## src/rtl/pipe_hazard_ctrl.sv

```systemverilog
// rtl/pipe_hazard_ctrl.sv - pipeline hazard control: load-use stall, branch flush, forwarding, data-memory wait FSM
// Optional performance counters are enabled by defining PIPE_HAZARD_PERF_CNT_EN.
module pipe_hazard_ctrl #(
    parameter int REG_AW  = 5,
    parameter int TIMEOUT = 16,
    parameter int CNT_W   = 32
) (
    input  logic              Clk,
    input  logic              Rst,
    input  logic [REG_AW-1:0] id_rs1,
    input  logic [REG_AW-1:0] id_rs2,
    input  logic              id_use_rs1,
    input  logic              id_use_rs2,
    input  logic [REG_AW-1:0] ex_rs1,
    input  logic [REG_AW-1:0] ex_rs2,
    input  logic [REG_AW-1:0] ex_rd,
    input  logic              ex_regwrite,
    input  logic              ex_memread,
    input  logic [REG_AW-1:0] mem_rd,
    input  logic [REG_AW-1:0] wb_rd,
    input  logic              mem_regwrite,
    input  logic              mem_memread,
    input  logic              wb_regwrite,
    input  logic              mem_access,
    input  logic              dmem_ack,
    input  logic              br_taken,
    output logic              stall_if,
    output logic              stall_id,
    output logic              stall_ex,
    output logic              stall_mem,
    output logic              bubble_ex,
    output logic              bubble_wb,
    output logic              flush_if,
    output logic              flush_id,
    output logic              flush_ex,
    output logic              mem_err,
    output logic              busy,
    output logic [1:0]        fwd_a,
    output logic [1:0]        fwd_b,
    output logic [CNT_W-1:0]  stall_cnt,
    output logic [CNT_W-1:0]  flush_cnt,
    output logic [CNT_W-1:0]  wait_cnt_tot
);

    localparam int          WCW     = (TIMEOUT > 2) ? $clog2(TIMEOUT) : 1;
    localparam int unsigned WLAST_I = (TIMEOUT > 0) ? TIMEOUT - 1 : 0;
    localparam logic [WCW-1:0] WLAST = WCW'(WLAST_I);

    typedef enum logic {ST_RUN, ST_WAIT} state_t;

    state_t         state_q;
    logic [WCW-1:0] wcnt_q;
    logic           br_pend_q;
    logic           abort;
    logic           freeze;
    logic           load_use;
    logic           br_eff;
    logic           unused_ok;

    assign unused_ok = &{1'b0, ex_regwrite};

    assign abort    = (state_q == ST_WAIT) && (TIMEOUT != 0) && (wcnt_q == WLAST);
    assign freeze   = mem_access & ~dmem_ack & ~abort;
    assign load_use = ex_memread && (ex_rd != '0) &&
                      ((id_use_rs1 && (id_rs1 == ex_rd)) || (id_use_rs2 && (id_rs2 == ex_rd)));
    // A redirect that arrived while frozen is remembered so it still flushes once MEM moves on.
    assign br_eff   = br_taken | br_pend_q;

    always_comb begin
        stall_if  = 1'b0;
        stall_id  = 1'b0;
        stall_ex  = 1'b0;
        stall_mem = 1'b0;
        bubble_ex = 1'b0;
        bubble_wb = 1'b0;
        flush_if  = 1'b0;
        flush_id  = 1'b0;
        flush_ex  = 1'b0;
        if (freeze) begin
            stall_if  = 1'b1;
            stall_id  = 1'b1;
            stall_ex  = 1'b1;
            stall_mem = 1'b1;
            bubble_wb = 1'b1;
        end else if (br_eff) begin
            flush_if = 1'b1;
            flush_id = 1'b1;
            flush_ex = 1'b1;
        end else if (load_use) begin
            stall_if  = 1'b1;
            stall_id  = 1'b1;
            bubble_ex = 1'b1;
        end
    end

    assign mem_err = abort;
    assign busy    = (state_q == ST_WAIT);

    always_comb begin
        fwd_a = 2'b00;
        fwd_b = 2'b00;
        if (mem_regwrite && !mem_memread && (mem_rd != '0) && (mem_rd == ex_rs1))
            fwd_a = 2'b01;
        else if (wb_regwrite && (wb_rd != '0) && (wb_rd == ex_rs1))
            fwd_a = 2'b10;
        if (mem_regwrite && !mem_memread && (mem_rd != '0) && (mem_rd == ex_rs2))
            fwd_b = 2'b01;
        else if (wb_regwrite && (wb_rd != '0) && (wb_rd == ex_rs2))
            fwd_b = 2'b10;
    end

    always_ff @(posedge Clk or negedge Rst) begin
        if (!Rst) begin
            state_q   <= ST_RUN;
            wcnt_q    <= '0;
            br_pend_q <= 1'b0;
        end else begin
            br_pend_q <= freeze & br_eff;
            case (state_q)
                ST_RUN: begin
                    wcnt_q <= '0;
                    if (mem_access && !dmem_ack)
                        state_q <= ST_WAIT;
                end
                ST_WAIT: begin
                    if (dmem_ack || abort) begin
                        state_q <= ST_RUN;
                        wcnt_q  <= '0;
                    end else begin
                        wcnt_q <= wcnt_q + WCW'(1);
                    end
                end
                default: begin
                    state_q <= ST_RUN;
                    wcnt_q  <= '0;
                end
            endcase
        end
    end

`ifdef PIPE_HAZARD_PERF_CNT_EN
    logic [CNT_W-1:0] stall_cnt_q;
    logic [CNT_W-1:0] flush_cnt_q;
    logic [CNT_W-1:0] wait_cnt_q;

    // Counters saturate at all-ones rather than wrapping.
    always_ff @(posedge Clk or negedge Rst) begin
        if (!Rst) begin
            stall_cnt_q <= '0;
            flush_cnt_q <= '0;
            wait_cnt_q  <= '0;
        end else begin
            if (bubble_ex && (stall_cnt_q != '1))
                stall_cnt_q <= stall_cnt_q + CNT_W'(1);
            if (flush_if && (flush_cnt_q != '1))
                flush_cnt_q <= flush_cnt_q + CNT_W'(1);
            if (stall_mem && (wait_cnt_q != '1))
                wait_cnt_q <= wait_cnt_q + CNT_W'(1);
        end
    end

    assign stall_cnt    = stall_cnt_q;
    assign flush_cnt    = flush_cnt_q;
    assign wait_cnt_tot = wait_cnt_q;
`else
    assign stall_cnt    = '0;
    assign flush_cnt    = '0;
    assign wait_cnt_tot = '0;
`endif

endmodule

```

## config.mk

```make
export PLATFORM = sky130hd
export DESIGN_NAME = pipe_hazard_ctrl
export DESIGN_NICKNAME = d
export VERILOG_FILES = /design/src/rtl/pipe_hazard_ctrl.sv
export SDC_FILE = /design/constraint.sdc
export NUM_CORES = 1
export LEC_CHECK = 0
export CAP_MARGIN = 20
export CORE_ASPECT_RATIO = 1.25
export CORE_UTILIZATION = 31
export DETAILED_ROUTE_END_ITERATION = 10
export PLACE_DENSITY = 0.89
export SYNTH_ARGS = -nofsm -noshare
export SYNTH_HDL_FRONTEND = slang
export SYNTH_SLANG_ARGS = --single-unit
export TNS_END_PERCENT = 5
```

## constraint.sdc

```tcl
create_clock -name Clk -period 3.1 [get_ports Clk]
set_clock_uncertainty 0.1 [all_clocks]
set_input_delay 0.62 -clock Clk [delete_from_list [all_inputs] [get_ports Clk]]
set_output_delay 0.62 -clock Clk [all_outputs]
set_load 0.01 [all_outputs]
```

==> flow_summary.json, run 1 <==
{
  "outcome": "completed",
  "post-route-cell-area_mm2": 0.00189,
  "overflow": 0,
  "rows": 27,
  "layout_setup_ws_ps": 42.3,
  "cts_tree": "yes",
  "layout.nets": 300,
  "wl_per_cell_um": 9.75,
  "syn_avg_cell_area_um2": 8.04,
  "io_pins": 158,
  "drc": 0,
  "ys_seq_elements": 6,
  "wirelength_um": 3000,
  "grt_pass1_vias": 996,
  "cts_root_buffer": "clkbuf_8",
  "fp.dieW_um": 62.8,
  "cp.arrival_ps": 2340,
  "die-area_mm2": 0.00489,
  "hold_ws_ps": 364,
  "fin_cells": 308,
  "grt_first_pass_wirelength_um": 4320,
  "syn-cell-area_mm2": 0.00143,
  "rsz0062_at_grt": "yes",
  "min_period_over_period": 0.986,
  "place_area_mm2": 0.00182,
  "fp.coreArea_mm2": 0.00443,
  "yosys_warnings": 0,
  "cts_max_path_buffers": 2,
  "min_path_type": "reg2reg",
  "numCtsBuffers": 3,
  "dr.pass1.iters": 4,
  "most-common-layout-cells": "96 x conb_1, 51 x clkdlybuf4s50_1, 23 x xor2_1",
  "dp_cells": 305,
  "crit_type": "in2out",
  "maxSlewViolCount": 0,
  "fmax_ghz": 0.327,
  "layout_commonest_cell": "conb_1",
  "powerDensity_mw_per_mm2": 219,
  "diodes": 0,
  "period_needed_ps": 3060,
  "gp_congestion": 0.734,
  "critPathMaxFanout": 2,
  "drt_iter0_drc": 13,
  "peakVddDrop_mv": 0.0883,
  "antenna_left": 0,
  "num_vias": 1134,
  "p_leak_nw": 0.977,
  "synth_cell_type_count": 23,
  "setup_viol": 0,
  "pre_cts_ws_ps": -327,
  "area_growth_pct": 32.0,
  "cp.required_ps": 2380,
  "start_kind": "input pin",
  "avgViaCountPerCell": 3.68,
  "grt_max_degree": 7,
  "chipHeight_um": 78.0,
  "synth_cells": 178,
  "place.port_buffers": 60,
  "dp_hpwl_um": 2640,
  "antenna_found_initial": 0,
  "start_util": 0.323,
  "seq_area_frac_synth": 0.105,
  "clkTransAtPathRegs_ps": 30,
  "grt_use_total": 0.113,
  "ctsHoldBuffers": 0,
  "clk_latency_ps": 220,
  "hold_viol": 0,
  "drive_above_1_share": 0.116,
  "drv_cap": 0,
  "cts_sinks": 6,
  "end_kind": "primary output",
  "postLayoutCoreUtil": 0.427,
  "h-tree-depth": 1
}
[cell type report]
| class | instances | area (um2) |
|---|---|---|
| multi-input cells | 163 | 905 |
| repair buffers | 75 | 709 |
| flip-flops and latches | 6 | 150 |
| fillers | 426 | 2540 |
| well taps | 58 | 72.6 |
| inverters | 3 | 11.3 |
| clock buffers | 3 | 41.3 |
[sequential cells by signal, indices dropped and copies added (netlist names)]
signal     count
busy           1
br_pend_q      1
wcnt_q         4
[synthesized netlist by cell type (all sizes together)]
master,n,share of area
or4,5,0.026
nor3,2,0.0070
inv,3,0.0079
ha,1,0.0087
and2,1,0.0044
xnor2,9,0.055
nor2,7,0.018
nor4,6,0.035
o21ai,3,0.013
dfrtp,6,0.10
conb,1,0.0026
o211ai,1,0.0052
nand3b,2,0.010
nand4,1,0.0044
buf,101,0.53
nand3,3,0.010
xor2,23,0.14
nor3b,1,0.0052
a32oi,1,0.0061
nor2b,1,0.0044
[what timing repair did]
item | CTS | global route
gates cloned | 0 | 0
resized for setup | 13 | 9
pin swaps | 3 | 2
setup buffers | 0 | 0
setup endpoints to repair | 7 | 7
[power by group]
group	switching, W	internal [W]	total, W
clock network	0.0000307	0.0000832	0.000114
registers	0.00000197	0.0000813	0.0000832
logic	0.000116	0.000100	0.000216
[kinds of logic after synthesis]
group                    after synthesis  share of synthesized area
AO/OA/AOI/OAI                          5                     0.0245
flip-flops                             6                      0.105
other                                  1                    0.00262
XOR/XNOR                              32                      0.196
AND/OR/NAND/NOR                       29                      0.126
buffers and inverters                104                      0.538
adder cells (fa/ha/maj)                1                    0.00874
[worst max-delay path: stages]
cell	delay, ps
clkdlybuf4s50_1	430
or4_1	550
o21ai_2	220
nor4_2	90
nor4_2	260
buf_2	170
[worst paths after layout]
check                                    start                   to  slack [ps]  depth (start not counted)
max                                  mem_rd[1]             fwd_b[1]          40                          6
min                        wcnt_q[0]$_DFF_PN0_  wcnt_q[0]$_DFF_PN0_         360                          1
max reg2reg                wcnt_q[0]$_DFF_PN0_  wcnt_q[3]$_DFF_PN0_        1890                          4
min reg2reg                wcnt_q[0]$_DFF_PN0_  wcnt_q[0]$_DFF_PN0_         360                          1
max in group asynchronous                  Rst  wcnt_q[3]$_DFF_PN0_        2140                          1
min in group asynchronous                  Rst  wcnt_q[2]$_DFF_PN0_         550                          1
[per-layer routing]
metal	up-vias	global-route usage	wire length, um
li1	520	-	-
met1	503	0.0773	764
met2	107	0.254	1790
met3	4	0.0353	393
met4	0	0.0535	51
met5	-	0	0
[stage by stage]
step	total power, W	setup TNS [ps]
2_1_floorplan	0.000276	0
3_3_place_gp	0.000289	-1260
3_5_place_dp	0.000293	-1590
4_1_cts	0.000412	-31.5
5_1_grt	0.000441	-45.8
6_report	0.000413	0
Power figures use the tool's default switching activity.
==> run 2, diff against run 1 <==
- clock period: 3.1 -> 3.54 ns (I/O delays scaled with it)
==> flow_summary.json, run 2 (synthesis gave the netlist of run 1 again) <==
{
  "outcome": "completed",
  "grt_use_total": 0.113,
  "hold_viol": 0,
  "place_area_mm2": 0.00176,
  "cpMostUsedCell": "clkdlybuf4s50_1",
  "antenna_found_initial": 0,
  "grt_pass1_vias": 965,
  "drive_above_1_share": 0.0782,
  "cts_max_path_buffers": 2,
  "start_util": 0.323,
  "wl_per_cell_um": 9.55,
  "fillers": 434,
  "drt_iter0_drc": 30,
  "h-tree-depth": 1,
  "die-area_mm2": 0.00489,
  "powerDensity_mw_per_mm2": 195,
  "crit_family": "buffers and inverters",
  "gp_congestion": 0.774,
  "p_leak_nw": 0.915,
  "rr_endpoint": "br_pend_q$_DFF_PN0_",
  "path_depth": 6,
  "start_kind": "input pin",
  "r2r_slack_ps": 2320,
  "area_growth_pct": 28.3,
  "drv_cap": 0,
  "crit_start": "ex_rd[1]",
  "rows": 27,
  "largest_register_ffs": 4,
  "crit_chain": "clkdlybuf4s50_1 > xor2_1 > nor4_2 > a32oi_2 > o21ai_2 > clkdlybuf4s50_1",
  "io_pins": 158,
  "rsz0062_at_grt": "no",
  "fp.coreArea_mm2": 0.00443,
  "max_stage_delay_ps": 540,
  "fp.dieW_um": 62.8,
  "wirelength_um": 2880,
  "grt_first_pass_wirelength_um": 4230,
  "cp.arrival_ps": 2620,
  "postCtsSetupBuffers": 0,
  "critPathMaxFanout": 3,
  "cts_tree": "yes",
  "grt_max_degree": 7,
  "clk_latency_ps": 220,
  "fmax_ghz": 0.292,
  "avgViaCountPerCell": 3.70,
  "critical_path_buf_inv_count": 2,
  "peakVddDrop_mv": 0.0970,
  "chipHeight_um": 78.0,
  "overflow": 0,
  "fin_tns_setup_ps": 0,
  "min_path_type": "reg2reg",
  "dr.pass1.iters": 2,
  "numCtsBuffers": 3,
  "end_kind": "primary output",
  "period_needed_ps": 3420,
  "clkTransAtPathRegs_ps": 30,
  "cts_root_buffer": "clkbuf_8",
  "post-route-cell-area_mm2": 0.00184,
  "layout.nets": 293,
  "critPathCapture": "stall_if",
  "diodes": 0,
  "cp.required_ps": 2730,
  "place.port_buffers": 60,
  "num_vias": 1114,
  "r2r_start": "wcnt_q[0]$_DFF_PN0_",
  "dp_hpwl_um": 2520,
  "crit_type": "in2out",
  "cpMaxStageDelayCell": "clkdlybuf4s50_1",
  "setup_viol": 0,
  "most-common-layout-cells": "96 x conb_1, 56 x clkdlybuf4s50_1, 23 x xor2_1",
  "layout_commonest_cell": "conb_1",
  "ctsHoldBuffers": 0,
  "drc": 0,
  "regMostFlops": "wcnt_q",
  "maxSlewViolCount": 0,
  "antenna_left": 0,
  "worstRegToRegCells": 4,
  "cts_sinks": 6,
  "min_period_over_period": 0.967
}
-- run 2: repair_timing --
item	in CTS	in global routing
cloned	0	0
pin swaps	0	3
resized for setup	3	7
setup endpoints to repair	4	4
-- run 2: where the power goes --
| part | internal, W | switching [W] | leakage, nW |
|---|---|---|---|
| combinational | 0.0000839 | 0.0000992 | 0.813 |
| clock | 0.0000731 | 0.0000301 | 0.0216 |
| sequential | 0.0000711 | 0.00000168 | 0.0811 |
| total | 0.000228 | 0.000131 | 0.915 |
-- run 2: worst min-delay path by stage --
stage	to	slack (ps)	from	cells past startpoint
finish	wcnt_q[0]$_DFF_PN0_	360	wcnt_q[0]$_DFF_PN0_	1
global placement	wcnt_q[0]$_DFF_PN0_	350	wcnt_q[0]$_DFF_PN0_	1
CTS	wcnt_q[0]$_DFF_PN0_	370	wcnt_q[0]$_DFF_PN0_	1
floorplan	br_pend_q$_DFF_PN0_	310	Rst	0
global route	wcnt_q[0]$_DFF_PN0_	380	wcnt_q[0]$_DFF_PN0_	1
detailed placement	wcnt_q[0]$_DFF_PN0_	360	wcnt_q[0]$_DFF_PN0_	1
-- run 2: area by class of cell --
class / count / area, um2 / area share
Multi-Input combinational cell: 163 / 898 / 0.489
Timing Repair Buffer: 68 / 663 / 0.361
Sequential cell: 6 / 150 / 0.0817
Tap cell: 58 / 72.6 / 0.0395
Clock buffer: 3 / 41.3 / 0.0225
Inverter: 3 / 11.3 / 0.00613
-- run 2: per-stage QoR --
stage	setup WS [ps]	instances	util	power, W	hold WS (ps)
after floorplan	880	273	-	0.000242	312
after global placement	-19.4	298	0.398	0.000247	352
after detailed placement	-62.8	298	0.398	0.000250	361
after CTS	31.2	301	0.407	0.000356	366
after global routing	28.9	301	0.415	0.000379	377
final	117	301	0.415	0.000359	358
-- run 2: metal layers --
metal / vias up / routed length [um] / track usage
li1: 507 / - / -
met1: 480 / 715 / 0.0754
met2: 115 / 1590 / 0.233
met3: 12 / 433 / 0.0397
met4: 0 / 138 / 0.0930
met5: - / 0 / 0
